### config.mk
export PLATFORM = sky130hd
export DESIGN_NAME = lab4_branch_branch_hybrid
export DESIGN_NICKNAME = d
export VERILOG_FILES = /design/src/rtl/lab4_branch_branch_hybrid.sv
export SDC_FILE = /design/constraint.sdc
export NUM_CORES = 1
export LEC_CHECK = 0
export CAP_MARGIN = 20
export CORE_ASPECT_RATIO = 0.8
export CORE_MARGIN = 2
export CORE_UTILIZATION = 43
export CTS_BUF_LIST = sky130_fd_sc_hd__clkbuf_4
export CTS_CLUSTER_DIAMETER = 100
export DETAILED_ROUTE_END_ITERATION = 10
export GPL_TIMING_DRIVEN = 0
export PLACE_DENSITY = 0.66
export REMOVE_ABC_BUFFERS = 1
export SYNTH_ARGS = -nofsm -noshare
export SYNTH_HDL_FRONTEND = slang
export SYNTH_SLANG_ARGS = --single-unit
### constraint.sdc
create_clock -name clk -period 5.7 [get_ports clk]
set_input_delay 1.71 -clock clk [delete_from_list [all_inputs] [get_ports clk]]
set_output_delay 1.71 -clock clk [all_outputs]
set_load 0.01 [all_outputs]
### src/rtl/lab4_branch_branch_hybrid.sv
`default_nettype none
// ============================================================================
// Module   : lab4_branch_branch_hybrid
// Purpose  : Runtime-selectable bimodal / gshare / tournament branch direction
//            predictor. All three tables live in flops, and a power-on sweep
//            writes one entry per cycle. Update and mispredict statistics
//            counters are built in.
// Ports    : clk, reset       - clock, synchronous active-high reset
//            mode             - 0 bimodal, 1 gshare, 2/3 tournament
//            pred_pc          - fetch PC, combinational lookup
//            pred_taken       - predicted direction for pred_pc
//            upd_en/upd_pc/upd_taken - resolved branch from execute
//            init_busy        - table sweep in progress
//            upd_count/miss_count - accepted updates / mispredicted updates
// Revision : 1.0 - initial release
// ============================================================================
module lab4_branch_branch_hybrid #(
    parameter int PHT_ENTRIES = 16,
    parameter int HIST_BITS   = 4,
    parameter int CTR_BITS    = 2,
    parameter int CNT_BITS    = 16
) (
    input  logic                clk,
    input  logic                reset,
    input  logic [1:0]          mode,
    input  logic [31:0]         pred_pc,
    output logic                pred_taken,
    input  logic                upd_en,
    input  logic [31:0]         upd_pc,
    input  logic                upd_taken,
    output logic                init_busy,
    output logic [CNT_BITS-1:0] upd_count,
    output logic [CNT_BITS-1:0] miss_count
);

    localparam int c_IDX = $clog2(PHT_ENTRIES);

    localparam logic [0:0] c_ST_INIT  = 1'b0;
    localparam logic [0:0] c_ST_READY = 1'b1;

    // Weakly-not-taken: MSB clear, every lower bit set.
    localparam logic [CTR_BITS-1:0] c_CTR_INIT = CTR_BITS'((1 << (CTR_BITS - 1)) - 1);
    localparam logic [CTR_BITS-1:0] c_CTR_MAX  = '1;
    localparam logic [1:0]          c_CHT_INIT = 2'b01;
    localparam logic [c_IDX-1:0]    c_LAST_IDX = c_IDX'(PHT_ENTRIES - 1);

    logic [0:0]          r_state;
    logic [c_IDX-1:0]    r_init_idx;
    logic [HIST_BITS-1:0] r_ghr;
    logic [CNT_BITS-1:0] r_upd_count;
    logic [CNT_BITS-1:0] r_miss_count;

    logic [CTR_BITS-1:0] r_bpht [PHT_ENTRIES];
    logic [CTR_BITS-1:0] r_gpht [PHT_ENTRIES];
    logic [1:0]          r_cht  [PHT_ENTRIES];

    logic [c_IDX-1:0]    w_pred_bidx;
    logic [c_IDX-1:0]    w_pred_gidx;
    logic [c_IDX-1:0]    w_upd_bidx;
    logic [c_IDX-1:0]    w_upd_gidx;
    logic                w_pred_b;
    logic                w_pred_g;
    logic                w_pred_c;
    logic                w_upd_b;
    logic                w_upd_g;
    logic                w_upd_c;
    logic                w_upd_sel;
    logic [HIST_BITS-1:0] w_ghr_next;
    logic                w_unused_pc;

    // ------------------------------------------------------------------------
    // Helpers
    // ------------------------------------------------------------------------
    function automatic logic [CTR_BITS-1:0] f_sat(input logic [CTR_BITS-1:0] v,
                                                  input logic up);
        if (up) begin
            return (v == c_CTR_MAX) ? v : v + CTR_BITS'(1);
        end
        return (v == '0) ? v : v - CTR_BITS'(1);
    endfunction

    function automatic logic f_select(input logic [1:0] md, input logic b,
                                      input logic g, input logic ch);
        case (md)
            2'd0:    return b;
            2'd1:    return g;
            default: return ch ? g : b;
        endcase
    endfunction

    // Chooser only learns when the components disagree; exactly one of them
    // is then right, and the chooser steps toward it.
    function automatic logic [1:0] f_cht(input logic [1:0] ch, input logic b,
                                         input logic g, input logic t);
        if (b != g) begin
            if (g == t) begin
                return (ch == 2'b11) ? ch : ch + 2'b01;
            end
            return (ch == 2'b00) ? ch : ch - 2'b01;
        end
        return ch;
    endfunction

    // ------------------------------------------------------------------------
    // Indexing: word-aligned PC bits, gshare folds in the zero-extended GHR
    // ------------------------------------------------------------------------
    assign w_pred_bidx = pred_pc[c_IDX+1:2];
    assign w_pred_gidx = w_pred_bidx ^ c_IDX'(r_ghr);
    assign w_upd_bidx  = upd_pc[c_IDX+1:2];
    assign w_upd_gidx  = w_upd_bidx ^ c_IDX'(r_ghr);

    // PC bits outside the index field never influence the predictor.
    assign w_unused_pc = ^{pred_pc[31:c_IDX+2], pred_pc[1:0],
                           upd_pc[31:c_IDX+2],  upd_pc[1:0]};

    assign w_pred_b = r_bpht[w_pred_bidx][CTR_BITS-1];
    assign w_pred_g = r_gpht[w_pred_gidx][CTR_BITS-1];
    assign w_pred_c = r_cht[w_pred_bidx][1];

    assign w_upd_b   = r_bpht[w_upd_bidx][CTR_BITS-1];
    assign w_upd_g   = r_gpht[w_upd_gidx][CTR_BITS-1];
    assign w_upd_c   = r_cht[w_upd_bidx][1];
    assign w_upd_sel = f_select(mode, w_upd_b, w_upd_g, w_upd_c);

    generate
        if (HIST_BITS == 1) begin : g_ghr_single
            assign w_ghr_next = upd_taken;
        end else begin : g_ghr_shift
            assign w_ghr_next = {r_ghr[HIST_BITS-2:0], upd_taken};
        end
    endgenerate

    // Reads see pre-update table contents, so a same-cycle update to the
    // looked-up entry is only visible from the following cycle.
    always_comb begin
        pred_taken = 1'b0;
        if (r_state == c_ST_READY) begin
            pred_taken = f_select(mode, w_pred_b, w_pred_g, w_pred_c);
        end
    end

    assign init_busy  = (r_state == c_ST_INIT);
    assign upd_count  = r_upd_count;
    assign miss_count = r_miss_count;

    // ------------------------------------------------------------------------
    // Control FSM, table sweep and training
    // ------------------------------------------------------------------------
    // The tables themselves are not reset: the sweep that follows every reset
    // rewrites them, and predictions are forced low until it completes.
    always_ff @(posedge clk) begin
        if (reset) begin
            r_state      <= c_ST_INIT;
            r_init_idx   <= '0;
            r_ghr        <= '0;
            r_upd_count  <= '0;
            r_miss_count <= '0;
        end else begin
            case (r_state)
                c_ST_INIT: begin
                    r_bpht[r_init_idx] <= c_CTR_INIT;
                    r_gpht[r_init_idx] <= c_CTR_INIT;
                    r_cht[r_init_idx]  <= c_CHT_INIT;
                    r_init_idx         <= r_init_idx + c_IDX'(1);
                    if (r_init_idx == c_LAST_IDX) begin
                        r_state <= c_ST_READY;
                    end
                end
                c_ST_READY: begin
                    if (upd_en) begin
                        // All tables train regardless of mode so that a
                        // mode switch needs no warm-up or flush.
                        r_bpht[w_upd_bidx] <= f_sat(r_bpht[w_upd_bidx], upd_taken);
                        r_gpht[w_upd_gidx] <= f_sat(r_gpht[w_upd_gidx], upd_taken);
                        r_cht[w_upd_bidx]  <= f_cht(r_cht[w_upd_bidx], w_upd_b,
                                                    w_upd_g, upd_taken);
                        r_ghr              <= w_ghr_next;
                        r_upd_count        <= r_upd_count + CNT_BITS'(1);
                        if (w_upd_sel != upd_taken) begin
                            r_miss_count <= r_miss_count + CNT_BITS'(1);
                        end
                    end
                end
                default: r_state <= c_ST_INIT;
            endcase
        end
    end

endmodule
`default_nettype wire

# --- Word-level counts from Yosys, hierarchy flattened ---
# Memories as Yosys holds them, arrays and structs flattened.
# Cells that the tools add are included.
classes:
  add_sub_neg: 9
  n_eq_ne: 8
  muxes: 59
  bitwise: 3
  reduce_logical: 9
op_table:
  columns: ["operator", "count"]
  rows:
  - ["2-bit 2-to-1 mux", 26]
  - ["16-bit by 1-bit adder with 16-bit output (second input constant)", 2]
  - ["1-bit 2-to-1 mux", 28]
  - ["4-bit 2-to-1 mux", 3]
  - ["2-bit logical NOT", 4]
  - ["4-bit bitwise XOR", 2]
  - ["2-bit by 1-bit adder with 2-bit output (second input constant)", 3]
  - ["2-bit == test (second input constant)", 3]
  - ["2-bit OR reduction", 3]
  - ["2-bit by 1-bit subtractor with 2-bit output (second input constant)", 3]
  - ["4-bit by 1-bit adder with 4-bit output (second input constant)", 1]
  - ["4-bit == test (second input constant)", 1]
  - ["1-bit case mux with 2 select lines", 2]
  - ["3-bit AND reduction", 1]
  - ["2-bit by 1-bit == test with 1-bit output (second input constant)", 1]
  - ["1-bit != test", 2]
  - ["2-bit AND reduction", 1]
  - ["1-bit == test", 1]
  - ["1-bit inverter", 1]
word_totals:
  reg_bits: 41
  mem_bits_rw: 96
  inputBits: 70
  memories: 3
mem_list:
  columns: ["name", "depth", "width", "rd", "rd_clocked_by_memory_dff", "wr", "line", "text"]
  rows:
  - ["r_bpht", 16, 2, 2, 0, 1, "53", "logic [CTR_BITS-1:0] r_bpht [PHT_ENTRIES];"]
  - ["r_cht", 16, 2, 2, 0, 1, "55", "logic [1:0] r_cht [PHT_ENTRIES];"]
  - ["r_gpht", 16, 2, 2, 0, 1, "54", "logic [CTR_BITS-1:0] r_gpht [PHT_ENTRIES];"]

# --- Logic depth before layout (Yosys ltp) ---
# Gate-level depths: netlist (run 1).
# An unclocked memory read counts as a cell.
depth:
  word_depth: 15
  ltp_mapped: 11

# --- Worst setup path before layout (run 1) ---
# No wires, ideal clock.
synth_path:
  path_type: "input-to-output"
  startpoint: "in pred_pc[2]"
  endpoint: "out pred_taken"
  arrival_time_ps: 3604
  path_slack_ps: 386
  path_stages: 6
  path_buffers: 1
  cell_sequence: "buf_2 xor2_1 mux4_2 mux4_2 mux2i_1 nor2_1"
synth_between:
  elab_chain_cells: 5
  word_cells_on_any_way: 7
  cone_classes: "mux (3); bitwise (1); memory (3)"
synth_lines:
  columns: ["element", "line", "text"]
  rows:
  - ["start, declared", "26", "input logic [31:0] pred_pc,"]
  - ["4-bit bitwise XOR", "108", "assign w_pred_gidx = w_pred_bidx ^ c_IDX'(r_ghr);"]
  - ["memory read 16 x 2 bit", null, null]
  - ["1-bit 2-to-1 mux", "87", "default: return ch ? g : b;"]
  - ["1-bit case mux with 2 select lines *", "84", "case (md)"]
  - ["1-bit 2-to-1 mux *", "137", "if (r_state == c_ST_READY) begin"]
  - ["end, declared", "27", "output logic pred_taken,"]
# Mark *: on every way between the ends. The rest lies on a longest branch, timed or not.

# --- Final worst setup path (run 1) ---
layout_path:
  startpoint: "in upd_pc[3]"
  endpoint: "reg r_miss_count[6], in the netlist miss_count[6]"
layout_between:
  elab_chain_cells: 6
  word_cells_on_any_way: 8
  cone_classes: "eq/ne (1); mux (2); bitwise (1); reduce/logical (1); memory (3)"
layout_lines:
  columns: ["element", "line", "text"]
  rows:
  - ["start, declared", "29", "input logic [31:0] upd_pc,"]
  - ["4-bit bitwise XOR", "110", "assign w_upd_gidx = w_upd_bidx ^ c_IDX'(r_ghr);"]
  - ["memory read 16 x 2 bit", null, null]
  - ["1-bit 2-to-1 mux", "87", null]
  - ["1-bit case mux with 2 select lines *", "84", null]
  - ["1-bit != test *", "179", "if (w_upd_sel != upd_taken) begin"]
  - ["3-bit AND reduction (no source line) *", null, null]
  - ["end signal, assigned", "180", "r_miss_count <= r_miss_count + CNT_BITS'(1);"]
  - ["end, declared", "51", "logic [CNT_BITS-1:0] r_miss_count;"]
# Marks and branches as above.
# A chain may end at the register's enable or synchronous reset.

==> results of run 1 <==
## power by group
part / switching, mW / internal (mW) / total [mW] / leakage, nW
registers: 0.00615 / 1.06 / 1.07 / 1.29
logic: 0.0818 / 0.0591 / 0.141 / 1.15
clock network: 0.357 / 0.348 / 0.705 / 0.167
## per-layer routing
metal / GRT usage / routed length (um) / vias to the layer above
met5: 0 / 0 / -
met4: 0.0548 / 210 / 0
met3: 0.0546 / 986 / 22
met2: 0.287 / 6740 / 162
met1: 0.254 / 6340 / 2169
li1: - / - / 2030
## final timing paths
check           startpoint  slack, ns  cells after the start            end
max              upd_pc[3]       0.38                     10  miss_count[6]
min          upd_count[15]       0.51                      2  upd_count[15]
max reg2reg       r_ghr[0]       1.70                      7   r_cht[11][0]
min reg2reg  upd_count[15]       0.51                      2  upd_count[15]
## what timing repair did
item                       CTS  global route
hold buffers                 0             0
resized for setup           17             3
setup endpoints to repair   48             1
gates cloned                 0             0
## sequential cells by signal (all words and copies together) (netlist names)
name	count
r_bpht	32
r_cht	32
r_gpht	32
miss_count	16
upd_count	16
r_ghr	4
r_init_idx	4
r_state	1
## kinds of logic (layout without fill, tap and decap cells)
group                      Yosys count  in the layout  share of synthesized area
AOI/OAI and AO/OA                   62             62                     0.0605
and+or+nand+nor                    189            189                      0.133
xor gates and xnor gates            30             30                     0.0409
buffers and inverters               33             93                     0.0248
muxes                               61             61                      0.174
DFF                                137            137                      0.560
adders and majority gates            4              4                    0.00719
## layout by cell type, fill, tap and decap left out, types with 9 or more instances in the layout
cell type / Yosys / layout
mux2i_1: 11 / 11
o21ai_0: 14 / 13
mux4_2: 41 / 41
nor2_1: 90 / 90
nand3_1: 12 / 12
clkbuf_4: 0 / 18
dfxtp_1: 41 / 41
nand2_1: 28 / 28
xor2_1: 18 / 15
nand2b_1: 9 / 9
edfxtp_1: 96 / 96
inv_1: 9 / 9
xnor2_1: 11 / 11
a21oi_1: 27 / 27
clkdlybuf4s50_1: 0 / 41
## metrics by stage
stage / total power [mW] / TNS, ns / hold slack (ns) / area, um^2 / std cells
5_1_grt: 1.98 / 0 / 0.541 / 7610 / 765
3_5_place_dp: 1.23 / -41.90 / 0.489 / 7200 / 730
4_1_cts: 1.92 / 0 / 0.508 / 7570 / 762
3_3_place_gp: 1.22 / -72.31 / 0.470 / 7200 / 729
2_1_floorplan: 1.17 / 0 / 0.466 / 6490 / 493
6_report: 1.91 / 0 / 0.507 / 7610 / 765
## critical path: cells and delay by family
family,cells,cell delay (ns)
xor+xnor,1,0.58
mux,5,1.78
buf+inv,2,1.03
simple gates,2,0.65
## area by class of cell
class	count	area [um^2]	share of cell area
inverters	10	37.5	0.00494
repair buffers	51	507	0.0666
clock inverters	14	180	0.0237
flip-flops and latches	137	3700	0.487
well taps	189	236	0.0311
clock buffers	18	135	0.0178
multi-input cells	346	2810	0.369
==> results.txt, run 1 <==
The number of antenna violations at the first check in global routing came out at 0. The average instance in the mapped netlist occupies about 13 um^2. Of the available clock period, the critical path in the final layout requires 0.933.

The fraction of registers with async set/reset is 0. In the final layout, the share of cells above drive strength 1 is 0.174. The critical path is of the input port to register type. Port buffering added 47 buffers. The leakage power is about 2.6 nW.

In this design, the stage delay of the slowest critical-path cell is a little under 0.8 ns. After filler insertion, the fill cell instance count of the layout stands at 1258. The endpoint arrival time on the critical path came out at between 5 and 6 ns. The clock transition at the registers of the reported paths is ~0.11 ns. The repair_antennas step left the layout with diodes totalling 0. The length of the first detailed-routing pass in iterations came out at 5. The commonest cells after synthesis are edfxtp_1, nor2_1, dfxtp_1, mux4_2, nand2_1. The proportion of netlist area held by the largest area contributor is 0.436.

The number of hold violations in the final report is 0. The number of DRC violations after detailed routing came out at 0. In this run the number of H-tree levels came out at 4. TritonCTS built the clock tree. Setup slack closes at about 0.38 ns. In this run the post-CTS setup repair buffer count came out at 0.

The largest clock skew in the final design came out at between 0.015 and 0.02 ns. In the final routed layout, each cell accounts on average for ~19 um. The wire length of the first global-routing pass is ~23000 um. Among all flip-flop cells after synthesis, the most frequent one is edfxtp_1.

The largest voltage drop on the vdd net is 0.149 mV. STA classifies the critical path startpoint as an input port. The final routed wirelength across all metal layers came out at around 14000 um. The relative max-transition margin is 0.244.

The number of distinct standard cells referenced by the synthesized netlist came out at 53. Setup repair after global routing left no endpoint under its margin. The area overhead of the layout relative to synthesis is 15.0%. The violation count after the first detailed-routing iteration came out at about 480. In the synthesized netlist, the number of instances is about 520. The slew of the pin with the lowest slew margin came out at about 1.1 ns. The aggregate global routing overflow is 0. The cell with the largest stage delay on the worst path is clkdlybuf4s50_1. In this run the worst hold path is classified as register to register.

The maximum number of pins on one net before global-route repair is 54. The die is 143 um wide. The total die area is approximately 0.016 mm^2. Yosys printed 0 warnings.

The flow ran to the end, and the final reports show no timing, DRC or antenna violations. The detailed router placed around 4400 vias in this run. The number of global-route vias before repair came out at approximately 4300. The floorplan row count came out at 40.

Among all cell types in the netlist, the one instantiated most often is edfxtp_1. After synthesis the cells add up to 0.00662 mm^2. The number of pins exceeding their max-slew limit in the final report came to 0.

The final antenna-violating net count is 0. The number of top-level pins came out at ~100. The post-DP HPWL is ~10000 um. The total clock buffers created by CTS is 17.

The maximum clock path buffer count is 2. Walking the worst path, the cells encountered are clkdlybuf4s50_1 -> buf_8 -> xor2_2 -> mux4_2 -> mux2i_1 -> mux2i_4 -> mux2i_2 -> nand2_1 -> nand4_1 -> mux2_2. The overall die height came out at roughly 110 um. The timing-limited maximum frequency came out at ~190 MHz. The tool flagged a number of max-cap violations equal to 0. The weighted congestion at the end of routability-driven global placement is approximately 0.81. The overall track demand over capacity in global routing is 0.184. The total number of nets in the final design is about 640. The final-report setup violation count is 0. The count of flip-flops with a built-in enable after synthesis is 96. The sequential fraction of the synthesis area is 0.560. The biggest area contributor in the post-synthesis netlist is edfxtp_1. At the worst endpoint, the required time is between 6 and 7 ns. After detailed routing, the number of vias per cell comes to approximately 5.7. For this design the ratio of total power to cell area is 251 mW/mm^2. The cell sitting at the root of the clock tree is a clkbuf_4. The clock drives between 100 and 150 sinks.

Along the worst path, the maximum fanout reaches 15. The register bit count reported by yosys is roughly 140. The setup slack at placement is -1.07 ns. Measured on the finished design, the core utilization comes to 0.507.

The insertion delay to the later sink of the worst-skew pair came out at between 0.5 and 0.6 ns. The core area came out at roughly 0.015 mm^2. By area the synthesized netlist is led by edfxtp_1, mux4_2, dfxtp_1. The routed design could run at a clock period as short as roughly 5.3 ns.

The effective utilization at floorplan is 0.441. The worst setup path is captured at a register.
Note: power is estimated with default switching activity, not from simulation.
==> run 2, diff against run 1 <==
--- a/config.mk
+++ b/config.mk
@@ -5,7 +5,6 @@
 export SDC_FILE = /design/constraint.sdc
 export NUM_CORES = 1
 export LEC_CHECK = 0
-export CAP_MARGIN = 20
 export CORE_ASPECT_RATIO = 0.8
 export CORE_MARGIN = 2
 export CORE_UTILIZATION = 43
==> results.txt, run 2 (synthesis gave the netlist of run 1 again) <==
The post-detailed-route via-to-cell ratio is 5.75 (+0.42%). The count of buffer and inverter cells on the critical path came out at 1 (-1). The number of global-route vias before repair is 4276 (unchanged).

The final setup TNS came out at 0 ns (unchanged). The number of cells in the design after placement is 730 (unchanged). The largest registers in the layout are r_bpht: 32 flops, r_cht: 32 flops, r_gpht: 32 flops. The power density over the cells is 252 mW/mm^2 (about the same). The worst path required time came out at 6.15 ns (about the same). After global routing, the most crowded layer is met2. The maximum clock path buffer count is 2 (unchanged). The final antenna-violating net count came out at 0 (unchanged). The timing-limited maximum frequency is 185 MHz (-1.5%). In the layout the commonest cells are edfxtp_1, nor2_1, mux4_2, clkdlybuf4s50_1, dfxtp_1.

The maximum number of pins on one net before global-route repair is 54 (unchanged). The clock tree root driver cell is clkbuf_4. The number of hold violations in the final report was 0 (unchanged).

The setup slack at placement is -1.07 ns (unchanged). The combinational group share of total power came out at 0.074 (about the same). TritonCTS built the clock tree. The leakage power came out at 2.58 nW (-0.63%). The total clock buffers created by CTS is 17 (unchanged). The overall die height came out at 115 um (unchanged). The area overhead of the layout relative to synthesis is 14.7%.

The violation count after the first detailed-routing iteration is 509 (+7.2%). The setup slack of the critical path after layout was 0.302 ns (-0.0799 ns). The switching component of the power is 0.443 mW (-0.51%). The width of the die came out at 143 um (unchanged). The count of vias placed by the detailed router came to 4384 (+0.023%).

The number of antenna cells inserted came to 0 (unchanged). The per-cell routed wire length is 18.6 um (-0.20%). The final clock period utilization by the worst path came to 0.947 (+0.0140). The met1 track demand over resource in global routing is 0.254 (unchanged). The relative max-transition margin was 0.189 (-0.0553). The final cell count without fillers came to 762 (-0.39%). The classification of the worst setup path is input port to register. The cts-stage hold buffer count is 0 (unchanged).

The wire length of the first global-routing pass came to 22700 um (unchanged). The library cell used most frequently in the layout, excluding fill and tap cells, is edfxtp_1. The global routing usage on met3 is 0.0546 (unchanged). The number of pins exceeding their max-slew limit in the final report came to 0 (unchanged). The worst setup path is captured at a register.

The final critical delay including setup and external delays was 5.40 ns (+0.0799 ns). The cell-internal power is 1.47 mW (about the same). The floorplan row count is 40 (unchanged). The core area came out at 0.0150 mm^2 (unchanged).

In this design, the largest share of critical-path delay is due to multiplexers. The sum of internal, switching and leakage power came out at 1.91 mW (-0.15%). The relative contribution of the clock network to total power came out at 0.368 (about the same). The clock transition at the registers of the reported paths came out at 0.11 ns (about the same). The portion of total power attributed to sequential cells is 0.558 (about the same). The area of all placed cells without fillers came out at 0.00759 mm^2 (-0.25%). The worst setup path is launched from an input port. The aggregate global routing overflow came out at 0 (unchanged). The number of DRC violations after detailed routing is 0 (unchanged). The number of antenna violations at the first check in global routing came out at 0 (unchanged). The final-report setup violation count was 0 (unchanged). The largest clock skew in the final design is 0.0157 ns (-0.00368 ns).

The total number of nets in the final design is 633 (-0.47%). The total die area is 0.0164 mm^2 (unchanged). The slew of the pin with the lowest slew margin is 1.21 ns (+0.0833 ns). The total clock sinks is 137 (unchanged). The worst hold path belongs to the class register to register. The weighted congestion at the end of routability-driven global placement came out at 0.813 (unchanged). The H-tree depth is 4 (unchanged). The largest individual stage delay along the critical path comes from the cell clkdlybuf4s50_1. The final routed wirelength across all metal layers came out at 14200 um (-0.59%). The max-cap check violation count came out at 0 (unchanged).

The length of the first detailed-routing pass in iterations came out at 8 (+3). The share of total power consumed by net switching is 0.232 (-0.000845). Setup repair after global routing left no endpoint under its margin.

The ratio of cells with drive above 1 in the final layout is 0.169 (-0.00433). The largest voltage drop on the vdd net was 0.148 mV (-0.34%). The effective utilization at floorplan came out at 0.441 (unchanged). The number of top-level pins came out at 104 (unchanged). The endpoint arrival time on the critical path is 5.85 ns (+0.08 ns). The met2 usage came out at 0.287 (unchanged).

The flow ran to the end, and the final reports show no timing, DRC or antenna violations. The number of input and output port buffers inserted came to 47 (unchanged). The insertion delay to the later sink of the worst-skew pair is 0.56 ns (about the same).

The placed cell area was 0.00720 mm^2 (unchanged). The largest stage delay on the critical path was 1.04 ns (+0.25 ns). The maximum net fanout on the critical path is 23 (+8). Traced cell by cell, the critical path runs through clkdlybuf4s50_1 -> xor2_4 -> mux4_2 -> mux2i_1 -> mux2i_4 -> mux2i_2 -> nand2_1 -> nand4_1 -> mux2_2. The overall track demand over capacity in global routing is 0.184 (unchanged). The post-DP HPWL is 10100 um (unchanged).
## run 2: cell types whose count changed in the layout (fill, tap and decap cells not counted), sizes merged
| cell | change |
|---|---|
| buf | -3 |
## run 2: power by group through the flow
stage	clock network, mW	registers (mW)	logic (mW)
final	0.703	1.07	0.140
after detailed placement	0	1.09	0.138
after global routing	0.762	1.07	0.152
after floorplan	0	1.09	0.0850
after global placement	0	1.09	0.135
after CTS	0.716	1.07	0.139
## run 2: area by class of cell
class                      instances  area [um^2]
fill                            1261         7430
multi-input combinational        346         2820
tap                              189          236
inverter                          10         37.5
timing repair buffer              48          477
clock inverter                    14          180
clock buffer                      18          135
sequential                       137         3700
## run 2: worst reg2reg max path: stages (launching register included)
cell and delay (ns):
dfxtp_1 0.57, xor2_2 0.77, mux4_2 0.63, mux2i_1 0.27, mux2i_4 0.22, nor2b_1 0.25, nor3_1 0.10, o311ai_2 0.90
## run 2: path summary, 6_finish.rpt
path | endpoint | from | cells after the start | slack, ns
setup / recovery | miss_count[6] | upd_pc[3] | 9 | 0.30
hold / removal | upd_count[15] | upd_count[15] | 2 | 0.51
setup reg to reg | r_cht[5][0] | r_ghr[0] | 7 | 1.66
hold reg to reg | upd_count[15] | upd_count[15] | 2 | 0.51
## run 2: layer usage
| metal | vias up | wire length [um] |
|---|---|---|
| li1 | 2028 | - |
| met1 | 2147 | 6240 |
| met2 | 182 | 6690 |
| met3 | 27 | 1010 |
| met4 | 0 | 255 |
| met5 | - | 0 |
## run 2: through the flow
step | utilization | hold slack [ns]
finish | 0.505 | 0.506
global route | 0.505 | 0.541
CTS | 0.504 | 0.508
detailed placement | 0.480 | 0.489
global placement | 0.479 | 0.470
floorplan | - | 0.466
## run 2: repair_timing
action	4_1_cts	5_1_grt
gates resized for setup	17	4
hold endpoints to repair	0	0
endpoints found under the setup margin	48	34
buffers inserted	0	0
==> run 3, diff against run 2 <==
--- a/config.mk
+++ b/config.mk
@@ -10,6 +10,7 @@
 export CORE_UTILIZATION = 43
 export CTS_BUF_LIST = sky130_fd_sc_hd__clkbuf_4
 export CTS_CLUSTER_DIAMETER = 100
+export CTS_CLUSTER_SIZE = 14
 export DETAILED_ROUTE_END_ITERATION = 10
 export GPL_TIMING_DRIVEN = 0
 export PLACE_DENSITY = 0.66
==> results of run 3 <==
No change in the layout: final DEF, timing and power equal those of run 2.
==> RTL edit 1 (config.mk and constraints of run 1) <==
Register the inputs `mode`, `pred_pc`, `upd_en`, `upd_pc` and `upd_taken` before use. The logic sees them one clock later. Comments in the files are not updated.
--- a/src/rtl/lab4_branch_branch_hybrid.sv
+++ b/src/rtl/lab4_branch_branch_hybrid.sv
@@ -44,6 +44,20 @@
     localparam logic [1:0]          c_CHT_INIT = 2'b01;
     localparam logic [c_IDX-1:0]    c_LAST_IDX = c_IDX'(PHT_ENTRIES - 1);
 
+    logic [1:0] mode_q;
+    logic [31:0] pred_pc_q;
+    logic upd_en_q;
+    logic [31:0] upd_pc_q;
+    logic upd_taken_q;
+
+    always_ff @(posedge clk) begin
+        mode_q      <= mode;
+        pred_pc_q   <= pred_pc;
+        upd_en_q    <= upd_en;
+        upd_pc_q    <= upd_pc;
+        upd_taken_q <= upd_taken;
+    end
+
     logic [0:0]          r_state;
     logic [c_IDX-1:0]    r_init_idx;
     logic [HIST_BITS-1:0] r_ghr;
@@ -104,14 +118,14 @@
     // ------------------------------------------------------------------------
     // Indexing: word-aligned PC bits, gshare folds in the zero-extended GHR
     // ------------------------------------------------------------------------
-    assign w_pred_bidx = pred_pc[c_IDX+1:2];
+    assign w_pred_bidx = pred_pc_q[c_IDX+1:2];
     assign w_pred_gidx = w_pred_bidx ^ c_IDX'(r_ghr);
-    assign w_upd_bidx  = upd_pc[c_IDX+1:2];
+    assign w_upd_bidx  = upd_pc_q[c_IDX+1:2];
     assign w_upd_gidx  = w_upd_bidx ^ c_IDX'(r_ghr);
 
     // PC bits outside the index field never influence the predictor.
-    assign w_unused_pc = ^{pred_pc[31:c_IDX+2], pred_pc[1:0],
-                           upd_pc[31:c_IDX+2],  upd_pc[1:0]};
+    assign w_unused_pc = ^{pred_pc_q[31:c_IDX+2], pred_pc_q[1:0],
+                           upd_pc_q[31:c_IDX+2],  upd_pc_q[1:0]};
 
     assign w_pred_b = r_bpht[w_pred_bidx][CTR_BITS-1];
     assign w_pred_g = r_gpht[w_pred_gidx][CTR_BITS-1];
@@ -120,13 +134,13 @@
     assign w_upd_b   = r_bpht[w_upd_bidx][CTR_BITS-1];
     assign w_upd_g   = r_gpht[w_upd_gidx][CTR_BITS-1];
     assign w_upd_c   = r_cht[w_upd_bidx][1];
-    assign w_upd_sel = f_select(mode, w_upd_b, w_upd_g, w_upd_c);
+    assign w_upd_sel = f_select(mode_q, w_upd_b, w_upd_g, w_upd_c);
 
     generate
         if (HIST_BITS == 1) begin : g_ghr_single
-            assign w_ghr_next = upd_taken;
+            assign w_ghr_next = upd_taken_q;
         end else begin : g_ghr_shift
-            assign w_ghr_next = {r_ghr[HIST_BITS-2:0], upd_taken};
+            assign w_ghr_next = {r_ghr[HIST_BITS-2:0], upd_taken_q};
         end
     endgenerate
 
@@ -135,7 +149,7 @@
     always_comb begin
         pred_taken = 1'b0;
         if (r_state == c_ST_READY) begin
-            pred_taken = f_select(mode, w_pred_b, w_pred_g, w_pred_c);
+            pred_taken = f_select(mode_q, w_pred_b, w_pred_g, w_pred_c);
         end
     end
 
@@ -167,16 +181,16 @@
                     end
                 end
                 c_ST_READY: begin
-                    if (upd_en) begin
+                    if (upd_en_q) begin
                         // All tables train regardless of mode so that a
                         // mode switch needs no warm-up or flush.
-                        r_bpht[w_upd_bidx] <= f_sat(r_bpht[w_upd_bidx], upd_taken);
-                        r_gpht[w_upd_gidx] <= f_sat(r_gpht[w_upd_gidx], upd_taken);
+                        r_bpht[w_upd_bidx] <= f_sat(r_bpht[w_upd_bidx], upd_taken_q);
+                        r_gpht[w_upd_gidx] <= f_sat(r_gpht[w_upd_gidx], upd_taken_q);
                         r_cht[w_upd_bidx]  <= f_cht(r_cht[w_upd_bidx], w_upd_b,
-                                                    w_upd_g, upd_taken);
+                                                    w_upd_g, upd_taken_q);
                         r_ghr              <= w_ghr_next;
                         r_upd_count        <= r_upd_count + CNT_BITS'(1);
-                        if (w_upd_sel != upd_taken) begin
+                        if (w_upd_sel != upd_taken_q) begin
                             r_miss_count <= r_miss_count + CNT_BITS'(1);
                         end
                     end
Check against the original RTL: no difference found for any inputs over 10 cycles, from zero or initial values and one cycle with reset high; that may be too few to reach the edited logic, so the function may still have changed.
==> RTL edit 1 against run 1 <==
  * Cell area up 2.7%
  * Worst setup slack worse by 0.080 ns
  * Worst hold slack better by 0.0079 ns
  * Highest routed layer unchanged
  * First-iteration DRC count down 11%
  * Total power up 3.7%
  * Maximum frequency down 1.5%
  * Critical endpoint is now pred_taken
  * Sequential cell count up 12
  * Synthesized area up 3.9%
  * Critical path type is now reg -> out
  * Wire length down 2.0%
  * Via count down 2.5%
==> RTL edit 1: results (changes against run 1) <==
.. list-table::
   :header-rows: 1

   * - Metric
     - Value
   * - Worst Hold Margin
     - 0.514 ns (+0.00793 ns)
   * - Clock transition time at the flip-flop clock pins of the worst setup and hold paths
     - 0.13 ns (+0.02 ns)
   * - HPWL Detailed
     - 9.98 mm (-0.88%)
   * - Ratio of cells with drive above 1 in the final layout
     - 0.165 (-0.00868)
   * - Reg-to-reg slack, setup
     - 1.27 ns (-0.43 ns)
   * - Synth area leaders
     - edfxtp_1 42%, dfxtp_1 15%, mux4_2 13%
   * - Headroom to the max-slew limit
     - 0.286 (+0.0417)
   * - Worst VDD drop
     - 0.000270 V (+82%)
   * - Average vias per placed instance
     - 5.40 (-5.7%)
   * - Gate count of the mapped netlist
     - 522 (+1.2%)
   * - First-pass GRT wire length
     - 22.6 mm (-0.73%)
   * - Multiplexer fraction of the synthesized cell area
     - 0.168 (-0.00527)
   * - Maximum fanout count along the critical path
     - 9 (-6)
   * - Status
     - complete, no violations
   * - First-pass detailed-route iteration total
     - 4 (-1)
   * - Distinct cell type count after synthesis
     - 58 (+9.4%)
   * - Post-detailed-routing wire length
     - 14.0 mm (-2.0%)
   * - Ranking of synthesized cells by instance count
     - 96 x edfxtp_1, 80 x nor2_1, 53 x dfxtp_1, 42 x nand2_1, 40 x mux4_2
   * - Final worst-path cycle share
     - 0.947 (+0.0140)
   * - Synth Area in XOR/XNOR
     - 0.0422 (+0.00137)
   * - CP arrival
     - 3.69 ns (-2.08 ns)
   * - WL per Instance
     - 17.7 µm (-5.2%)
   * - GRT Resource Usage Total
     - 0.174 (-0.0102)
   * - Synth Area in Compound Gates
     - 0.0579 (-0.00264)
   * - Number of placed cells counting well taps
     - 757 (+3.7%)
   * - Final setup skew
     - 0.0207 ns (+0.00135 ns)
   * - CP endpoint kind
     - output pin
   * - Adder-cell share of the synthesized area
     - 0.00837 (+0.00119)
[RTL edit 1: path summary, 6_finish.rpt]
path | cells past startpoint | end | from
worst max-delay path | 6 | pred_taken | pred_pc_q[2]$_DFF_P_
worst min-delay path | 2 | r_ghr[2]$_SDFFE_PP0N_ | r_ghr[1]$_SDFFE_PP0N_
worst max register to register | 9 | r_cht[5][1]$_DFFE_PP_ | upd_pc_q[3]$_DFF_P_
worst min register to register | 2 | r_ghr[2]$_SDFFE_PP0N_ | r_ghr[1]$_SDFFE_PP0N_
[RTL edit 1: cells by family (layout without fill, tap and decap cells)]
logic type               after synthesis  in the layout
multiplexers                          60             60
XOR/XNOR                              31             31
AND/OR/NAND/NOR                      182            182
AO/OA/AOI/OAI                         56             56
flip-flops                           149            149
adder cells (fa/ha/maj)                5              5
buffers and inverters                 39             93
[RTL edit 1: worst max-delay path, cell delays in order (launching register included)]
cell,delay (ns)
dfxtp_2,0.58
xor2_1,0.59
mux4_2,0.61
mux4_2,0.49
mux2i_1,0.31
nor2_1,0.07
clkdlybuf4s50_1,0.49
[RTL edit 1: area by class of cell]
class                   instances  area [µm²]  share of cell area
well taps                     215         269              0.0344
inverters                       9        33.8             0.00432
multi-input cells             334        2760               0.354
repair buffers                 52         513              0.0657
clock buffers                  18         135              0.0173
flip-flops and latches        149        3950               0.505
clock inverters                14         153              0.0195
[RTL edit 1: where the power goes]
group	switching, mW	total [mW]	internal [mW]
Combinational	0.0698	0.135	0.0655
Clock	0.429	0.674	0.244
Sequential	0.0239	1.17	1.15
Total	0.523	1.98	1.46
[RTL edit 1: metal layers]
layer  track usage  vias to the layer above  share of wire
met3        0.0616                        6          0.073
li1              -                     2026              -
met5             0                        -              0
met1         0.246                     2115           0.48
met2         0.263                      128           0.44
met4        0.0386                        0         0.0051
==> RTL edit 2 (flow settings as in run 1) <==
Made on the original files. `PHT_ENTRIES`: 16 -> 64.
--- a/src/rtl/lab4_branch_branch_hybrid.sv
+++ b/src/rtl/lab4_branch_branch_hybrid.sv
@@ -15,7 +15,7 @@
 // Revision : 1.0 - initial release
 // ============================================================================
 module lab4_branch_branch_hybrid #(
-    parameter int PHT_ENTRIES = 16,
+    parameter int PHT_ENTRIES = 64,
     parameter int HIST_BITS   = 4,
     parameter int CTR_BITS    = 2,
     parameter int CNT_BITS    = 16
Formal check against the unedited RTL: no difference found for any inputs over 10 cycles, from zero or initial values and one cycle with reset high; that may be too few to reach the edited logic, so the function may still have changed.
==> RTL edit 2 against run 1 <==
  * The flow now finishes with violations (setup timing)
  * Sequential share of layout area up 5.7 points
  * Worst setup slack got worse by 0.72 ns
  * Cell area grew to 3.0 times the old value
  * Synthesized area rose to 3.0 times the old value
  * Clock skew rose by 0.038 ns
  * Total power rose to 3.4 times the old value
  * Combinational power increased to 2.7 times the old value
  * First-iteration DRC count grew to 3.2 times the old value
  * Wire length increased to 3.5 times the old value
  * Count of clock-buffer cells in the layout rose by 130
  * Sequential cell count increased by 290
  * Critical path type is now in -> out
  * Highest routed layer unchanged
==> RTL edit 2: results (changes against run 1) <==
.. list-table::
   :header-rows: 1

   * - Metric
     - Value
   * - Area of the multi-input gates
     - 0.00703 mm² (+150%)
   * - H-tree levels
     - 3 (-1)
   * - Synth area leaders
     - edfxtp_1 59%, mux4_2 17%, dfxtp_1 4.4%
   * - Length of routed met3 wiring
     - 5.19 mm (+430%)
   * - Start point of the worst min-delay path
     - miss_count[7]$_SDFFE_PP0P_
   * - CP peak stage delay
     - 0.55 ns (-0.24 ns)
   * - Sequential cell area share
     - 0.544 (+0.0570)
   * - WL per Instance
     - 24.6 µm (+32%)
   * - Worst VDD drop
     - 0.000127 V (-15%)
   * - Antenna diode instance count
     - 3 (+3)
   * - Post-route non-filler standard cell count
     - 2041 (+170%)
   * - Inserted Clock Buffers
     - 109 (+92)
   * - # port buffers
     - 51 (+8.5%)
   * - Failing checks
     - setup timing
   * - Reg-to-reg slack, setup
     - 1.06 ns (-0.64 ns)
   * - Synth Area in Compound Gates
     - 0.0371 (-0.0234)
   * - Worst r2r src
     - r_ghr[0]$_SDFFE_PP0P_
   * - Leakage Power
     - 8.10 nW (+210%)
   * - Power dissipated in combinational cells
     - 380 µW (+170%)
   * - Power Clock
     - 2.78 mW (+290%)
   * - Number of flops mapped to enable cells by yosys
     - 384 (+300%)
   * - Ratio of cells with drive above 1 in the final layout
     - 0.271 (+0.0971)
   * - Setup violations, final
     - 1 (+1)
   * - Antenna violations before repair
     - 2 (+2)
   * - CP arrival
     - 4.33 ns (-1.44 ns)
   * - 1st-iter DRT viols
     - 1524 (+220%)
   * - Capture endpoint of the worst hold path
     - miss_count[7]$_SDFFE_PP0P_
   * - Final clock-cell share
     - 0.0644 (+0.0230)
   * - Average vias per placed instance
     - 5.97 (+4.2%)
   * - Sequential fraction of the synthesis area
     - 0.629 (+0.0692)
   * - Fraction of met2 tracks used by global routing
     - 0.311 (+0.0243)
   * - Ranking of synthesized cells by instance count
     - 384 x edfxtp_1, 175 x nor2_1, 145 x mux4_2, 86 x nand2_1, 43 x dfxtp_1
   * - Final setup skew
     - 0.0578 ns (+0.0385 ns)
   * - Distinct cell type count after synthesis
     - 65 (+23%)
   * - Fraction of area in non-clock buffers
     - 0.0474 (-0.0192)
   * - Number of placed cells counting well taps
     - 1831 (+150%)
   * - Placer's final routability congestion estimate
     - 0.834 (+2.6%)
   * - Status
     - finished, violations left
   * - Detailed route wirelength on metal2
     - 22.4 mm (+230%)
   * - Count of clock buffers in the final design
     - 148 (+130)
   * - Fill cell instance count of the final layout
     - 3705 (+190%)
   * - Slack of the critical path
     - -0.336 ns (-0.718 ns)
RTL edit 2: cell types whose count changed after synthesis, moves of 9 or more:
| cell | run 1 | this run |
|---|---|---|
| buf_4 | 0 | 12 |
| clkbuf_1 | 11 | 28 |
| edfxtp_1 | 96 | 384 |
| mux4_1 | 0 | 24 |
| mux4_2 | 41 | 145 |
| nand2_1 | 28 | 86 |
| nand3_1 | 12 | 27 |
| nor2_1 | 90 | 175 |
| nor3_1 | 8 | 17 |
| o31ai_1 | 0 | 10 |
RTL edit 2: timing repair:
action / CTS / global route
resized for setup: 29 / 3
hold endpoints to repair: 0 / 0
endpoints found under the setup margin: 233 / 1
gates cloned: 4 / 0
buffers inserted: 9 / 0
pin swaps: 1 / 0
RTL edit 2: worst max path at each step:
stage / start / depth (start not counted) / endpoint / slack [ns]
2_1_floorplan: upd_pc[3] / 7 / r_gpht[0][1]$_DFFE_PP_ / -1.0
3_3_place_gp: upd_pc[2] / 9 / r_gpht[10][1]$_DFFE_PP_ / -9.54
3_5_place_dp: pred_pc[4] / 7 / pred_taken / -1.70
4_1_cts: pred_pc[2] / 10 / pred_taken / -0.35
5_1_grt: pred_pc[2] / 9 / pred_taken / -0.35
6_report: pred_pc[2] / 9 / pred_taken / -0.34
RTL edit 2: tightest hold or removal path: cells and delay by family, from the launching register on:
family	cells	cell delay [ns]
DFF	1	0.33
AOI/OAI and AO/OA	2	0.12
RTL edit 2: through the flow:
stage / instance area (µm²) / TNS [ns] / power (mW)
global placement: 20600 / -4218.89 / 3.78
finish: 22800 / -0.336 / 6.53
floorplan: 19300 / -140.60 / 3.62
global route: 22800 / -0.349 / 6.77
CTS: 22800 / -0.347 / 6.58
detailed placement: 21100 / -331.29 / 3.79
